File: config.mk
export PLATFORM = sky130hd
export DESIGN_NAME = alu_seq
export DESIGN_NICKNAME = d
export VERILOG_FILES = /design/src/rtl/alu_seq_pkg.sv /design/src/rtl/alu_seq_alu.sv /design/src/rtl/alu_seq.sv
export SDC_FILE = /design/constraint.sdc
export NUM_CORES = 1
export LEC_CHECK = 0
export CORE_MARGIN = 2
export CORE_UTILIZATION = 53
export DETAILED_ROUTE_END_ITERATION = 8
export HOLD_SLACK_MARGIN = 0.12
export PLACE_DENSITY = 0.81
export SETUP_SLACK_MARGIN = 0.4
export SKIP_LAST_GASP = 1
export SLEW_MARGIN = 20
export SYNTH_ARGS = -nofsm -noshare
export SYNTH_HDL_FRONTEND = slang
export SYNTH_SLANG_ARGS = --single-unit
File: constraint.sdc
create_clock -name clk -period 4.35 [get_ports clk]
set_input_delay 0.6525 -clock clk [delete_from_list [all_inputs] [get_ports clk]]
set_output_delay 0.6525 -clock clk [all_outputs]
set_load 0.02 [all_outputs]
File: src/rtl/alu_seq_pkg.sv
// Shared types for the word-serial ALU sequencer: opcodes, FSM states and word-order helpers.
package alu_seq_pkg;

  typedef enum logic [2:0] {
    ALU_ADD = 3'b000,
    ALU_SHR = 3'b001,
    ALU_SHL = 3'b010,
    ALU_NOT = 3'b011,
    ALU_AND = 3'b100,
    ALU_OR  = 3'b101,
    ALU_XOR = 3'b110,
    ALU_CMP = 3'b111
  } alu_op_e;

  typedef enum logic [1:0] {
    ST_IDLE = 2'b00,
    ST_RUN  = 2'b01,
    ST_DONE = 2'b10
  } alu_seq_state_e;

  // Right shift and compare resolve from the top word down.
  function automatic logic is_msb_first(input alu_op_e op);
    return (op == ALU_SHR) || (op == ALU_CMP);
  endfunction

  function automatic logic has_carry(input alu_op_e op);
    return (op == ALU_ADD) || (op == ALU_SHR) || (op == ALU_SHL);
  endfunction

endpackage

File: src/rtl/alu_seq_alu.sv
// Combinational N-bit ALU slice with carry in/out and word compare flags.
module alu
  import alu_seq_pkg::*;
#(
  parameter int N = 8
) (
  input  alu_op_e        op,
  input  logic [N-1:0]   a,
  input  logic [N-1:0]   b,
  input  logic           carry_in,
  output logic [N-1:0]   c,
  output logic           carry_out,
  output logic           a_eq_b,
  output logic           a_gt_b
);

  logic [N:0] sum;

  always_comb begin
    sum       = {1'b0, a} + {1'b0, b} + {{N{1'b0}}, carry_in};
    c         = '0;
    carry_out = 1'b0;
    case (op)
      ALU_ADD: begin
        c         = sum[N-1:0];
        carry_out = sum[N];
      end
      ALU_SHR: begin
        c         = {carry_in, a[N-1:1]};
        carry_out = a[0];
      end
      ALU_SHL: begin
        c         = {a[N-2:0], carry_in};
        carry_out = a[N-1];
      end
      ALU_NOT: c = ~a;
      ALU_AND: c = a & b;
      ALU_OR:  c = a | b;
      ALU_XOR: c = a ^ b;
      default: c = '0;
    endcase
  end

  assign a_eq_b = (a == b);
  assign a_gt_b = (a > b);

endmodule

File: src/rtl/alu_seq.sv
// Word-serial W-bit ALU: one N-bit word per cycle through a single alu slice.
// Build option ALU_SEQ_EARLY_EXIT_EN lets CMP finish at the first differing word.
//
// state   | meaning
// ST_IDLE | waiting for a request, req_ready high
// ST_RUN  | stepping one word per cycle through the slice
// ST_DONE | result held, rsp_valid high until consumed
module alu_seq
  import alu_seq_pkg::*;
#(
  parameter int N     = 8,
  parameter int WORDS = 4
) (
  input  logic               clk,
  input  logic               rst_n,
  input  logic               req_valid,
  output logic               req_ready,
  input  logic [2:0]         req_op,
  input  logic [N*WORDS-1:0] req_a,
  input  logic [N*WORDS-1:0] req_b,
  input  logic               req_carry_in,
  output logic               rsp_valid,
  input  logic               rsp_ready,
  output logic [N*WORDS-1:0] rsp_c,
  output logic               rsp_carry_out,
  output logic               rsp_gt,
  output logic               rsp_eq,
  output logic               rsp_zero
);

  localparam int W  = N * WORDS;
  localparam int IW = (WORDS > 1) ? $clog2(WORDS) : 1;
  localparam logic [IW-1:0] LAST_IDX = IW'(WORDS - 1);

  alu_seq_state_e state;
  alu_op_e        op_q;
  logic [W-1:0]   a_q;
  logic [W-1:0]   b_q;
  logic [IW-1:0]  idx;
  logic           cy;

  logic [N-1:0]   a_w;
  logic [N-1:0]   b_w;
  logic [N-1:0]   c_w;
  logic           co_w;
  logic           eq_w;
  logic           gt_w;
  logic           msb_first;
  logic           last_word;
  logic           done_now;

  always_comb begin
    a_w = a_q[idx*N +: N];
    b_w = b_q[idx*N +: N];
  end

  alu #(.N(N)) u_alu (
    .op        (op_q),
    .a         (a_w),
    .b         (b_w),
    .carry_in  (cy),
    .c         (c_w),
    .carry_out (co_w),
    .a_eq_b    (eq_w),
    .a_gt_b    (gt_w)
  );

  assign msb_first = is_msb_first(op_q);
  assign last_word = msb_first ? (idx == '0) : (idx == LAST_IDX);

`ifdef ALU_SEQ_EARLY_EXIT_EN
  // Once a word differs the remaining words cannot change gt or eq.
  assign done_now = last_word || ((op_q == ALU_CMP) && !eq_w);
`else
  assign done_now = last_word;
`endif

  always_ff @(posedge clk or negedge rst_n) begin
    if (!rst_n) begin
      state         <= ST_IDLE;
      req_ready     <= 1'b1;
      rsp_valid     <= 1'b0;
      rsp_c         <= '0;
      rsp_carry_out <= 1'b0;
      rsp_gt        <= 1'b0;
      rsp_eq        <= 1'b0;
      rsp_zero      <= 1'b0;
      op_q          <= ALU_ADD;
      a_q           <= '0;
      b_q           <= '0;
      idx           <= '0;
      cy            <= 1'b0;
    end else begin
      case (state)
        ST_IDLE: begin
          if (req_valid && req_ready) begin
            op_q          <= alu_op_e'(req_op);
            a_q           <= req_a;
            b_q           <= req_b;
            cy            <= req_carry_in;
            idx           <= is_msb_first(alu_op_e'(req_op)) ? LAST_IDX : '0;
            rsp_c         <= '0;
            rsp_carry_out <= 1'b0;
            rsp_gt        <= 1'b0;
            rsp_eq        <= 1'b1;
            rsp_zero      <= 1'b1;
            req_ready     <= 1'b0;
            state         <= ST_RUN;
          end
        end
        ST_RUN: begin
          rsp_c[idx*N +: N] <= c_w;
          cy                <= co_w;
          rsp_eq            <= rsp_eq & eq_w;
          rsp_gt            <= msb_first ? (rsp_gt | (rsp_eq & gt_w))
                                         : (gt_w | (eq_w & rsp_gt));
          rsp_zero          <= rsp_zero & (c_w == '0);
          idx               <= msb_first ? (idx - 1'b1) : (idx + 1'b1);
          if (done_now) begin
            rsp_carry_out <= has_carry(op_q) & co_w;
            rsp_valid     <= 1'b1;
            state         <= ST_DONE;
          end
        end
        ST_DONE: begin
          if (rsp_ready) begin
            rsp_valid <= 1'b0;
            req_ready <= 1'b1;
            state     <= ST_IDLE;
          end
        end
        default: begin
          rsp_valid <= 1'b0;
          req_ready <= 1'b1;
          state     <= ST_IDLE;
        end
      endcase
    end
  end

endmodule

[Word level (Yosys, flattened, before mapping)]
Cells that the tools add are included.
Storage, ports and cells
  register bits: 110
  latch bits: 0
  bits in writable memories: 0
  ROM bits: 0
  input bits: 72
  output and inout bits: 38
  word-level logic and storage cells: 97
  memories kept: 0
Cells by class
  add/sub/neg operators: 5
  $mul: 0
  div/mod/pow operators: 0
  $lt $le $gt $ge: 1
  equal/unequal tests: 16
  shift-type cells: 4
  muxes and demuxes: 29
  bitwise gates (word level): 13
  reduce and logical (&&, ||, !) cells: 16
Operator list (number)
  $pmux W32 S2: 1
  $shiftx A32 B6 Y8: 2
  $pmux W8 S7: 1
  $neg A5 Y34: 1
  $shift A8 B34 Y32 const A: 1
  $shiftx A8 B34 Y32: 1
  $bwmux W32: 1
  $mux W32: 1
  $eq A3 B3 Y1 const B: 5
  $mux W2: 6
  $reduce_and A3 Y1: 4
  $pmux W1 S2: 5
  $add A8 B8 Y9: 1
  $add A9 B1 Y9: 1
  $mux W1: 9
  $pmux W1 S3: 3
  $and A8 B8 Y8: 1
  $eq A8 B8 Y1: 1
  $gt A8 B8 Y1: 1
  $logic_not A8 Y1: 1
  $not A8 Y8: 1
  $or A8 B8 Y8: 1
  $xor A8 B8 Y8: 1
  $eq A3 B1 Y1 const B: 2
  other kinds (17): 32

[Depth between registers and ports, before layout]
  word-level depth: 7
  depth in mapped cells: 16
  gate-level depth less buffers: 14

[Modules after synthesis]
From an unflattened synthesis, not the netlist that was laid out.
Unflattened totals
  cell total of the unflattened synthesis: 473
  area total of the unflattened synthesis: 6183.4 µm²
Modules (own cells, without submodules)
  alu_seq: instances 1, cells an instance 319, area an instance 4987.3 µm²
  alu: instances 1, cells an instance 154, area an instance 1196.1 µm²

[Worst setup path after synthesis]
OpenSTA, ideal clock, no wires.
  kind: flip-flop to flip-flop
  start: reg idx[0]
  end: reg rsp_zero
  library setup time: 92 ps
  arrival: 3671 ps
  slack: 588 ps
  stages on the path, launching flop included: 14
  buffers on the path: 3
  cells stage by stage: dfrtp_1 > buf_6 > clkbuf_1 > buf_2 > mux4_2 > fa_1 > inv_1 > fa_1 > nor3_1 > a311o_1 > o31ai_4 > o211ai_1 > or4_1 > o31ai_2
Between the ends
  cells in the longest elaborated chain, start to end: 7
RTL lines
  start: declaration: RTL line alu_seq.sv:39  | logic [IW-1:0] idx;
  start signal: assignment: RTL line alu_seq.sv:101  | idx <= is_msb_first(alu_op_e'(req_op)) ? LAST_IDX : '0;
  start signal: assignment: RTL line alu_seq.sv:118  | idx <= msb_first ? (idx - 1'b1) : (idx + 1'b1);
  $shiftx A32 B6 Y8, on equally long branches: RTL line alu_seq.sv:53, alu_seq.sv:54
  $add A8 B8 Y9: RTL line alu_seq_alu.sv:20  | sum = {1'b0, a} + {1'b0, b} + {{N{1'b0}}, carry_in};
  $add A9 B1 Y9: RTL line alu_seq_alu.sv:20
  $pmux W8 S7 *: RTL line alu_seq_alu.sv:23  | case (op)
  $logic_not A8 Y1 *: RTL line alu_seq.sv:117  | rsp_zero <= rsp_zero & (c_w == '0);
  $and A1 B1 Y1 *: RTL line alu_seq.sv:117
  $pmux W1 S2 *: RTL line alu_seq.sv:94  | case (state)
  end signal: assignment: RTL line alu_seq.sv:117
  end: declaration: RTL line alu_seq.sv:28  | output logic rsp_zero
Mark *: on every way between the ends. The rest lies on a longest branch, timed or not.
A chain may end at the register's enable or synchronous reset.

[Final worst setup path]
  start: reg idx[1]
  end: reg rsp_zero
The elaborated chain is that of the path after synthesis.

==> results.cfg <==
[logic_synthesis]
syn_area_per_cell_um2 = 9.30
ys_async_sr_fraction_pct = 100
synth_nets = 754
synth_area_leaders = dfrtp_1 45%, nand2_1 14%, ha_1 5.8%
synth_edf_count = 0
syn_area_mm2 = 0.00606
synth_cell_type_count = 64
ys_seq_area_share_pct = 45.4
syn-instance-count = 652
synth_top_area_share_pct = 45.0
ys.flop_type = dfrtp_1
yosysTopAreaCell = dfrtp_1
yosys_warnings = 0
ys_seq_elements = 110

[place]
dp_hpwl_mm = 11.8
port_buffers = 109
dp_cells = 879
place_congestion = 0.909

[worst_setup_path]
critPathMaxFanout = 8
reg2reg_from = idx[1]$_DFFE_PN0P_
critical_path_class = reg -> reg
startpoint = idx[1]$_DFFE_PN0P_
cp-end-kind = register
worstPathArrival_ns = 3.97
crit_path_start_kind = register
required_ns = 4.61

[detailed_routing]
vias = 5080
post_drt_via_cell_ratio = 5.68
wl_mm = 15.7
routedWlPerCell_um = 17.5
firstDrtPassIters = 5
drc = 0
drt_iter0_markers = 314
detail-route-antenna-nets = 0

[clock_network]
post_cts_buffers = 0
cts_buffers = 9
hold_buffers = 0
path_clk_slew_ns = 0.07
cts_tree = yes
clockRootBuffer = clkbuf_16
clk_latency_ns = 0.35
cts.sinks = 110
htreeDepth = 3
postCtsResizedCells = 0
clockBufferDepth = 2

[pwr]
pwr-share-seq_pct = 28.9
power.density_mw_per_mm2 = 866
power_switching_w = 0.00291
clock_power_share_pct = 14.1
comb_power_share_pct = 57.0
switching_share_pct = 44.1
cell_internal_pwr_w = 0.00368
peakVddDrop_v = 0.000375
p_leak_nw = 3.55

[floorplanning]
fp-row-count = 39
dieWidth_um = 111
boundaryPins = 110
core-area_mm2 = 0.0113
start_util_pct = 53.8
fp.dieH_um = 111
dieArea_mm2 = 0.0123

[final_layout]
utilization_pct = 67.4
layout-drive-gt1-share_pct = 8.11
syn_to_final_growth_pct = 25.4
num_antenna_cells = 0
layout_common_cells = 226 x nand2_1, 108 x dfrtp_1, 108 x clkdlybuf4s50_1
layout.nets = 849
layout_commonest_cell = nand2_1
stdcell_count = 895

[timing]
tns_ns = 0
grt_setup_unrepaired = false
final_hold_viol_count = 0
maxSlewViolCount = 0
relSlewSlack_pct = 34.7
setup_violations = 0
tightest_slew_ns = 0.972
fmax_mhz = 269
fin_crit_sh_pct = 85.3
min_period_ns = 3.71
worst_clock_skew_ns = 0.00667

[global_routing]
grt_overflow = 0
antenna_found_initial = 0
grt_pass1_wl_mm = 26.1
grt_pass1_vias = 5196
grt_max_degree = 69
grt.total_usage_pct = 26.4

[min_path]
holdCritPathClass = in -> async

[outcome]
status = completed

[job]
cap_viol_max_count = 0
## area by class of cell
class                   count  area (um^2)
repair buffers            118         1170
clock inverters             6          110
well taps                 143          179
inverters                  26         97.6
clock buffers              10          229
multi-input cells         482         3060
fillers                   900         3670
flip-flops and latches    110         2760
## final timing paths
kind	to	slack (ns)	cells past startpoint
hold / removal	state[1]$_DFFE_PN0P_	0.40	2
setup / recovery	rsp_zero$_DFFE_PN0P_	0.64	12
min in group clk	a_q[16]$_DFFE_PN0P_	0.47	2
setup reg to reg	rsp_zero$_DFFE_PN0P_	0.64	12
max in group asynchronous	idx[0]$_DFFE_PN0P_	3.34	2
hold reg to reg	a_q[16]$_DFFE_PN0P_	0.47	2
## power by group through the flow
stage	logic [W]	registers [W]	clock network, W
5_1_grt	0.00411	0.00197	0.000976
3_3_place_gp	0.00364	0.00189	0
2_1_floorplan	0.00254	0.00185	0
3_5_place_dp	0.00371	0.00191	0
4_1_cts	0.00375	0.00190	0.000938
6_report	0.00375	0.00190	0.000931
## state kept, by name, indices dropped and copies added (netlist names)
register / cells
a_q: 32
b_q: 32
rsp_c: 32
op_q: 3
idx: 2
state: 2
cy: 1
req_ready: 1
rsp_carry_out: 1
rsp_eq: 1
rsp_gt: 1
rsp_valid: 1
rsp_zero: 1
## cell families after synthesis
group,Yosys count,share of synthesized area (%)
xor gates and xnor gates,8,1.16
AOI/OAI and AO/OA,116,13.5
buffers and inverters,60,4.17
muxes,37,9.49
and+or+nand+nor,291,19.9
adders and majority gates,30,6.44
DFF,110,45.4
## per-stage QoR
step | instance area (um^2) | total power, W | hold slack, ns | setup slack, ns
after floorplan | 6060 | 0.00440 | 0.357 | 0.588
after global placement | 7260 | 0.00553 | 0.456 | 0.738
after detailed placement | 7260 | 0.00562 | 0.461 | 0.591
after CTS | 7600 | 0.00659 | 0.431 | 0.563
after global routing | 7600 | 0.00705 | 0.462 | 0.463
final | 7600 | 0.00659 | 0.402 | 0.639
## synth_stat cells, types with 3 or more instances
library cell,instances
clkbuf_1,21
nor2b_1,8
buf_1,5
xnor2_1,6
o21bai_1,3
mux4_2,15
o22ai_1,7
inv_1,22
o31ai_1,4
a211oi_1,5
nor3_1,6
nand2b_1,10
a22o_1,12
o211ai_1,5
o21ai_0,35
mux2i_1,14
mux2_2,5
and3_1,3
dfrtp_1,109
nor2_1,18
ha_1,28
o221ai_1,5
a21oi_1,15
nand3_1,6
nand3b_1,3
buf_2,4
nand2_1,226
## metal layers
layer  track usage [%]  share of wire, %  vias up
met2              46.7                51      170
met4              7.92               1.8        0
met3              3.99               5.0       21
li1                  -                 -     2410
met1              33.6                42     2479
met5                 0                 0        -
## critical path, stage by stage (launching register included)
cell	delay (ns)
dfrtp_1	0.51
mux2_2	0.39
o21ai_1	0.28
inv_1	0.15
fa_1	0.45
inv_1	0.09
fa_1	0.16
nor3_1	0.05
a311o_1	0.40
o31ai_4	0.36
o211ai_1	0.13
or4_1	0.43
o31ai_2	0.22
Note: power is estimated with default switching activity, not from simulation.
